<file path="src/rtl/key_state_tracker.sv">
// -----------------------------------------------------------------------------
// key_state_tracker
//
// Tracks whether each of the NUM_KEYS piano keys (one octave, C..B = 0..11)
// is currently playing. Press/release events arrive from the note-event
// front end over a valid/ready handshake. After a release, a key stays
// "playing" for HOLD_CYCLES more cycles so that very short notes are still
// visible on screen. The renderer performs a same-cycle lookup of one key.
// The voice allocator and the status LEDs use the full mask and the active
// count.
//
// Each key has a small OFF / ON / HOLD state machine and a HOLD_WIDTH-bit
// countdown counter.
//
// Ports
//   clk             system clock, all state on the rising edge
//   reset_n         asynchronous active-low reset
//   ev_valid        event present
//   ev_ready        event accepted this cycle (reset_n & ~clear_all)
//   ev_key[4:0]     key index of the event
//   ev_press        1 = press, 0 = release
//   clear_all       synchronous panic: all keys off, no event accepted
//   bad_key         one-cycle pulse after accepting an out-of-range key
//   key_requested   key index queried by the renderer
//   is_key_playing  combinational lookup of key_requested (0 if out of range)
//   playing_mask    bit k set while key k is not OFF
//   active_count    popcount of playing_mask, one cycle behind the mask
// -----------------------------------------------------------------------------
module key_state_tracker #(
  parameter int NUM_KEYS    = 12,      // at most 15 so active_count fits 4 bits
  parameter int HOLD_CYCLES = 500000,  // 0 = no hold after release
  parameter int HOLD_WIDTH  = 20       // HOLD_CYCLES < 2**HOLD_WIDTH
) (
  input  logic                clk,
  input  logic                reset_n,
  input  logic                ev_valid,
  output logic                ev_ready,
  input  logic [4:0]          ev_key,
  input  logic                ev_press,
  input  logic                clear_all,
  output logic                bad_key,
  input  logic [4:0]          key_requested,
  output logic                is_key_playing,
  output logic [NUM_KEYS-1:0] playing_mask,
  output logic [3:0]          active_count
);

  typedef enum logic [1:0] {
    KEY_OFF  = 2'd0,
    KEY_ON   = 2'd1,
    KEY_HOLD = 2'd2
  } key_state_e;

  // A release loads HOLD_CYCLES-1. The HOLD state then shows the key for
  // exactly HOLD_CYCLES edges, counting the accepting edge.
  localparam logic [HOLD_WIDTH-1:0] HOLD_LOAD =
    HOLD_WIDTH'(HOLD_CYCLES > 0 ? HOLD_CYCLES - 1 : 0);

  key_state_e            state_q [NUM_KEYS];
  key_state_e            state_d [NUM_KEYS];
  logic [HOLD_WIDTH-1:0] cnt_q   [NUM_KEYS];
  logic [HOLD_WIDTH-1:0] cnt_d   [NUM_KEYS];
  logic [NUM_KEYS-1:0]   mask_q, mask_d;
  logic [3:0]            count_q;
  logic                  bad_key_q;

  logic                  ev_accept;
  logic                  ev_in_range;
  logic [NUM_KEYS-1:0]   ev_hit;
  logic [31:0]           mask_ext;

  function automatic logic [3:0] popcount(input logic [NUM_KEYS-1:0] m);
    logic [3:0] c;
    c = '0;
    for (int i = 0; i < NUM_KEYS; i++) begin
      c = c + 4'(m[i]);
    end
    return c;
  endfunction

  // --------------------------------------------------------------------------
  // Handshake and event decode
  // --------------------------------------------------------------------------
  assign ev_ready    = reset_n & ~clear_all;
  assign ev_accept   = ev_valid & ev_ready;
  assign ev_in_range = (int'(ev_key) < NUM_KEYS);

  always_comb begin
    for (int k = 0; k < NUM_KEYS; k++) begin
      ev_hit[k] = ev_accept & ev_in_range & (ev_key == 5'(k));
    end
  end

  // --------------------------------------------------------------------------
  // Per-key next state
  // --------------------------------------------------------------------------
  // NOTE: every output of this block is given its default (hold current value)
  // before any branch. Any path that leaves a signal unassigned would infer a
  // latch.
  always_comb begin
    state_d = state_q;
    cnt_d   = cnt_q;
    mask_d  = '0;
    for (int k = 0; k < NUM_KEYS; k++) begin
      if (clear_all) begin
        state_d[k] = KEY_OFF;
        cnt_d[k]   = '0;
      end else begin
        unique case (state_q[k])
          KEY_OFF: begin
            if (ev_hit[k] && ev_press) state_d[k] = KEY_ON;
          end
          KEY_ON: begin
            if (ev_hit[k] && !ev_press) begin
              if (HOLD_CYCLES == 0) begin
                state_d[k] = KEY_OFF;
              end else begin
                state_d[k] = KEY_HOLD;
                cnt_d[k]   = HOLD_LOAD;
              end
            end
          end
          KEY_HOLD: begin
            // A press wins over expiry. A repeated release does not restart
            // the countdown. It behaves the same as no event.
            if (ev_hit[k] && ev_press) begin
              state_d[k] = KEY_ON;
              cnt_d[k]   = '0;
            end else if (cnt_q[k] == '0) begin
              state_d[k] = KEY_OFF;
            end else begin
              cnt_d[k] = cnt_q[k] - HOLD_WIDTH'(1);
            end
          end
          default: begin
            state_d[k] = KEY_OFF;
            cnt_d[k]   = '0;
          end
        endcase
      end
      mask_d[k] = (state_d[k] != KEY_OFF);
    end
  end

  // --------------------------------------------------------------------------
  // State registers
  // --------------------------------------------------------------------------
  // NOTE: all sequential state uses non-blocking assignments. Every edge-
  // triggered block then samples pre-edge values, whatever order they run in.
  always_ff @(posedge clk or negedge reset_n) begin
    if (!reset_n) begin
      for (int k = 0; k < NUM_KEYS; k++) begin
        state_q[k] <= KEY_OFF;
        cnt_q[k]   <= '0;
      end
      mask_q    <= '0;
      count_q   <= '0;
      bad_key_q <= 1'b0;
    end else begin
      state_q   <= state_d;
      cnt_q     <= cnt_d;
      mask_q    <= mask_d;
      count_q   <= popcount(mask_q);
      bad_key_q <= ev_accept & ~ev_in_range;
    end
  end

  // --------------------------------------------------------------------------
  // Outputs
  // --------------------------------------------------------------------------
  // Zero-extend the mask over the full 5-bit index space. Queries at or beyond
  // NUM_KEYS then read 0 without a separate range check.
  assign mask_ext       = 32'(mask_q);
  assign is_key_playing = mask_ext[key_requested];
  assign playing_mask   = mask_q;
  assign active_count   = count_q;
  assign bad_key        = bad_key_q;

endmodule

</file>
<file path="config.mk">
export PLATFORM = sky130hd
export DESIGN_NAME = key_state_tracker
export DESIGN_NICKNAME = d
export VERILOG_FILES = /design/src/rtl/key_state_tracker.sv
export SDC_FILE = /design/constraint.sdc
export NUM_CORES = 1
export LEC_CHECK = 0
export CAP_MARGIN = 20
export CORE_ASPECT_RATIO = 0.6
export CORE_MARGIN = 4
export CORE_UTILIZATION = 55
export CTS_CLUSTER_DIAMETER = 100
export CTS_CLUSTER_SIZE = 24
export DETAILED_ROUTE_END_ITERATION = 12
export GPL_ROUTABILITY_DRIVEN = 0
export PLACE_DENSITY = 0.72
export SYNTH_ARGS = -nofsm -noshare
export SYNTH_HDL_FRONTEND = slang
export SYNTH_SLANG_ARGS = --single-unit
</file>
<file path="constraint.sdc">
create_clock -name clk -period 4.5 [get_ports clk]
set_input_delay 0.675 -clock clk [delete_from_list [all_inputs] [get_ports clk]]
set_output_delay 0.675 -clock clk [all_outputs]
set_load 0.005 [all_outputs]
</file>
==> results.toml, run 1 <==
[cells_and_area]
synthToLayoutAreaGrowth_pct = 6.53
drive_gt1_share_pct = 4.42
design_area_sq_um = 18700
nets = 2191
fill_cells = 2710
antenna_cells = 0

[drt]
drt-initial-drc-count = 1634
vias = 16300
firstDrtPassIters = 6
wl_per_cell_um = 18.0
vias_per_cell = 6.45
remaining_drc_errors = 0
drt_wl_total_mm = 45.4
ant_nets = 0

[worst_setup_path]
cp_num_buf_inv = 3
cp_slowest_stage_delay_ns = 0.57
cp_common_cell = "a21oi_1"
cp_max_fo = 16
critPathRequiredTime_ns = 4.88
slowest_stage = "nor3_1"
worst_setup_path_start_kind = "primary input"
critPathCaptureType = "flop"
crit_chain = "dlygate4sd3_1 > buf_8 > nand3b_1 > nor3_1 > buf_4 > a21oi_1 > a21oi_1 > or2_0 > a31oi_1"
critPathKind = "primary input to flop"
cp.arrival_ns = 3.94
cp_top_family = "simple AND/OR/NAND/NOR gates"

[clock_tree]
clock-root-buffer = "clkbuf_16"
cts-resized-gates = 0
clk_latency_ns = 0.53
cts_made_buffers = 15
htreeDepth = 1
clk_pin_slew_ns = 0.09
clock-sinks = 281
cts_setup_buffers = 0
cts_tree = "yes"
ctsHoldBuffers = 1
clk_path_buf_depth = 3

[die]
core-area_sq_um = 31300
die_h_um = 146
die-area_sq_um = 34900
rows = 50
ios = 34
initial_core_util_pct = 56.0
die_w_um = 238

[sta]
final_max_slew_viol_count = 0
slew_headroom_pct = 28.9
max_freq_ghz = 0.281
tightest_slew_ns = 1.07
finalSetupViolCount = 0
min_period_over_period_pct = 79.1
hold_viol_final = 0
post-route-min-period_ns = 3.56
rsz0062_at_grt = "false"
finalSetupTns_ns = 0
fin_skew_ns = 0.0325

[placed_design]
hpwl_mm = 32.3
port_buffers = 33
post_dp_cell_area_sq_um = 18300

[synthesis]
synth_cell_types = 82
synth_area_leaders = "dfrtp_1, o21ai_0, nor2_1"
yosysTopAreaCell = "dfrtp_1"
syn-num-nets = 2194
synth-edff-count = 0
syn_avg_cell_area_sq_um = 8.31
yosysMostFrequentCell = "o21ai_0"
synth-seq-area-share_pct = 40.1
ys_warn_count = 0
ys_ff_latch = 281
synthCells = 2108
syn_area_sq_um = 17500
postSynth.asyncResetShare_pct = 100
synth_common_cells = "o21ai_0, dfrtp_1, nor2_1"
ys.flop_type = "dfrtp_1"
synth_top_area_share_pct = 40.1

[global_route]
grt_pass1_vias = 14700
grt_max_degree = 149
track_usage_pct = 25.5
grt_pass1_wl_mm = 76.1
antenna_found_initial = 0
grt_overflow = 0

[pwr]
powerDensity_nw_per_um2 = 224
p_leak_uw = 0.00809
ir_drop_mv = 0.233

[hold_path]
min_path_type = "flop to flop"

[run]
cap_violations = 0

[run_status]
status = "completed"
-- flip-flops by register name, indices dropped and copies added, names as in the netlist --
name	count
bad_key	1
playing_mask	12
cnt_q	240
state_q	24
active_count	4
-- logic make-up (layout without fill, tap and decap cells) --
family,after synthesis,in the layout,share of synthesized area [%]
AOI/OAI and AO/OA,757,757,26.4
xor gates and xnor gates,7,7,0.350
adders and majority gates,71,71,5.37
buffers and inverters,201,198,4.51
DFF,281,281,40.1
muxes,5,5,0.507
and+or+nand+nor,786,786,22.8
-- worst register-to-register path: cells and delay by family (launching register included) --
family                 cells  cell delay (ns)
AOI/OAI and AO/OA          3             0.76
buffers and inverters      1             0.29
DFF                        1             0.46
and+or+nand+nor            3             1.92
-- per-stage QoR --
| step | total power [uW] | hold slack, ns | worst slack [ns] | utilization (%) | instances |
|---|---|---|---|---|---|
| floorplan | 2680 | 0.379 | 1.26 | - | 2108 |
| global placement | 2790 | 0.459 | 0.857 | 58.4 | 2503 |
| detailed placement | 2790 | 0.464 | 0.762 | 58.4 | 2503 |
| CTS | 4240 | 0.478 | 0.955 | 59.7 | 2521 |
| global route | 4340 | 0.499 | 0.745 | 59.7 | 2521 |
| finish | 4190 | 0.477 | 0.940 | 59.7 | 2521 |
-- placed cells by master, fill, tap and decap left out, types with 16 or more instances in the layout --
cell type / instances
o22ai_1: 25
nor2_1: 228
dfrtp_1: 281
inv_1: 116
nor2b_1: 19
o21ai_0: 295
and2_1: 23
or4_1: 26
buf_4: 30
o31ai_1: 29
or2_2: 18
nor4_1: 51
nand2_1: 131
a31oi_1: 83
a21o_1: 16
o41ai_1: 32
clkdlybuf4s50_1: 31
nand3_1: 45
a21oi_1: 143
nor3_1: 108
or3_1: 27
nand4_1: 30
ha_1: 64
-- layout make-up --
| class | count | area, sq um | area share [%] |
|---|---|---|---|
| Clock buffer | 15 | 375 | 2.01 |
| Clock inverter | 2 | 17.5 | 0.0938 |
| Inverter | 116 | 435 | 2.33 |
| Multi-Input combinational cell | 1626 | 9700 | 52.0 |
| Sequential cell | 281 | 7030 | 37.7 |
| Tap cell | 416 | 520 | 2.79 |
| Timing Repair Buffer | 65 | 586 | 3.14 |
-- power by group --
group / switching, uW / internal (uW) / leakage (uW)
Sequential: 1.29 / 2530 / 0.00392
Clock: 835 / 612 / 0.000194
Combinational: 163 / 50.3 / 0.00397
-- metal layers --
metal | up-vias | routed length, um | GRT usage [%]
met2 | 643 | 18700 | 35.2
li1 | 7814 | - | -
met4 | 0 | 707 | 4.20
met1 | 7768 | 22900 | 42.4
met3 | 45 | 3120 | 3.89
met5 | - | 0 | 0
-- worst paths after layout --
check	start	end	slack, ns	depth (start not counted)
max	reset_n	cnt_q[169]	0.94	9
min	cnt_q[232]	cnt_q[232]	0.48	1
max reg2reg	cnt_q[84]	cnt_q[89]	0.96	7
min reg2reg	cnt_q[232]	cnt_q[232]	0.48	1
max in group asynchronous	reset_n	cnt_q[19]	2.74	3
min in group asynchronous	reset_n	cnt_q[70]	0.58	2
(Power assumes the default switching activity.)
==> inputs of run 2 (changes only) <==
Clock period 4.5 ns to 3.7 ns, I/O delays scaled along.
==> run 2 against run 1 <==
Compared with the run above:
- sequential power grew 21%
- global-route usage increased by 0.45 points
- combinational power grew 30%
- flip-flop and latch count stayed put
- final area grew 1.6%
==> results.toml, run 2 (same netlist as run 1, synthesis figures left out) <==
[run_status]
status = "completed"

[clock_tree]
cts_tree = "yes"
cts_setup_buffers = 0
clk_path_buf_depth = 3
clk_pin_slew_ns = 0.11
clock-root-buffer = "clkbuf_16"
clock-sinks = 281
htreeDepth = 1
clk_latency_ns = 0.52
ctsHoldBuffers = 1
cts_made_buffers = 15
cts-resized-gates = 0

[die]
initial_core_util_pct = 56.0
ios = 34
core-area_sq_um = 31300
die-area_sq_um = 34900
die_h_um = 146
die_w_um = 238
rows = 50

[worst_setup_path]
cp_slowest_stage_delay_ns = 0.51
r2r_slack_ns = 0.31
cp.arrival_ns = 3.83
cp_num_buf_inv = 3
r2r-end = "active_count[2]"
r2r_cells = 10
critPathKind = "flop to flop"
critPathCaptureType = "flop"
cp_common_cell = "fa_1"
cp_top_family = "adder cells"
critPathRequiredTime_ns = 4.14
setup.worst_path.start = "playing_mask[9]"
cp_max_fo = 3
worst_setup_path_start_kind = "flop"
crit_chain = "inv_1 > fa_1 > fa_1 > fa_1 > fa_1 > inv_1 > ha_1 > inv_1 > fa_1 > xnor2_1"
slowest_stage = "fa_1"
r2r-start = "playing_mask[9]"

[placed_design]
placed_cells = 2542
post_dp_cell_area_sq_um = 18600
hpwl_mm = 33.5
port_buffers = 33
place_ws_ns = 0.0585

[cells_and_area]
largest_register_ffs = 240
fill_cells = 2701
utilization_pct = 60.6
layout_common_cells = "o21ai_0, dfrtp_1, nor2_1"
final_common_cell = "o21ai_0"
regArea_sq_um = 7030
multi_input_area_sq_um = 9700
design_area_sq_um = 19000
largest-register = "cnt_q"
drive_gt1_share_pct = 6.20
nets = 2232
synthToLayoutAreaGrowth_pct = 8.24
fin_cells = 2561
antenna_cells = 0

[drt]
drt_wl_total_mm = 46.5
ant_nets = 0
wl_met1_mm = 22.8
wl_met3_mm = 3.79
remaining_drc_errors = 0
dr.max_layer_used = "met4"
wl_per_cell_um = 18.2
drt-initial-drc-count = 1650
dr_wl_met2_mm = 18.9
vias = 16600
firstDrtPassIters = 5
vias_per_cell = 6.47

[pwr]
ir_drop_mv = 0.226
p_leak_uw = 0.00828
powerDensity_nw_per_um2 = 270

[global_route]
grt_max_degree = 129
grt_pass1_vias = 14800
grt_pass1_wl_mm = 76.9
antenna_found_initial = 0
grt_overflow = 0
track_usage_pct = 25.9

[sta]
min_period_over_period_pct = 91.6
finalSetupViolCount = 0
post-route-min-period_ns = 3.39
fin_skew_ns = 0.0196
slew_headroom_pct = 37.2
rsz0062_at_grt = "false"
hold_viol_final = 0
max_freq_ghz = 0.295
fin_ws_ns = 0.311
tightest_slew_ns = 0.933
finalSetupTns_ns = 0
final_max_slew_viol_count = 0

[hold_path]
min_path_type = "primary input to asynchronous set/reset pin"

[run]
cap_violations = 0
## run 2: cell count changes in the layout (fill, tap and decap cells not counted), sizes merged
cell  change
buf      +41
inv       -1
## run 2: cell type report
class / instances / area share [%]
multi-input combinational: 1626 / 51.2
sequential: 281 / 37.1
timing repair buffer: 106 / 4.71
tap: 416 / 2.74
inverter: 116 / 2.30
clock buffer: 15 / 1.98
clock inverter: 1 / 0.0462
## run 2: per-layer routing
layer / track usage (%) / up-vias
met5: 0 / -
met4: 5.22 / 0
met3: 3.91 / 58
met2: 35.6 / 727
met1: 42.9 / 7848
li1: - / 7926
## run 2: worst max path at each step
| stage | to | slack (ns) | cells past startpoint |
|---|---|---|---|
| CTS | cnt_q[184] | 0.04 | 9 |
| floorplan | active_count[2] | 0.46 | 10 |
| finish | active_count[2] | 0.31 | 10 |
| global route | active_count[2] | 0.16 | 10 |
| global placement | cnt_q[184] | 0.20 | 9 |
| detailed placement | cnt_q[184] | 0.06 | 9 |
## run 2: where the power goes
group	internal (uW)	total [uW]	leakage, uW	switching (uW)
sequential	3070	3070	0.00392	1.54
clock	739	1770	0.000189	1030
combinational	73.7	277	0.00417	203
## run 2: stage by stage
step	hold slack (ns)	total power [uW]
5_1_grt	0.387	5320
3_5_place_dp	0.344	3410
4_1_cts	0.391	5170
3_3_place_gp	0.344	3400
2_1_floorplan	0.259	3250
6_report	0.408	5110
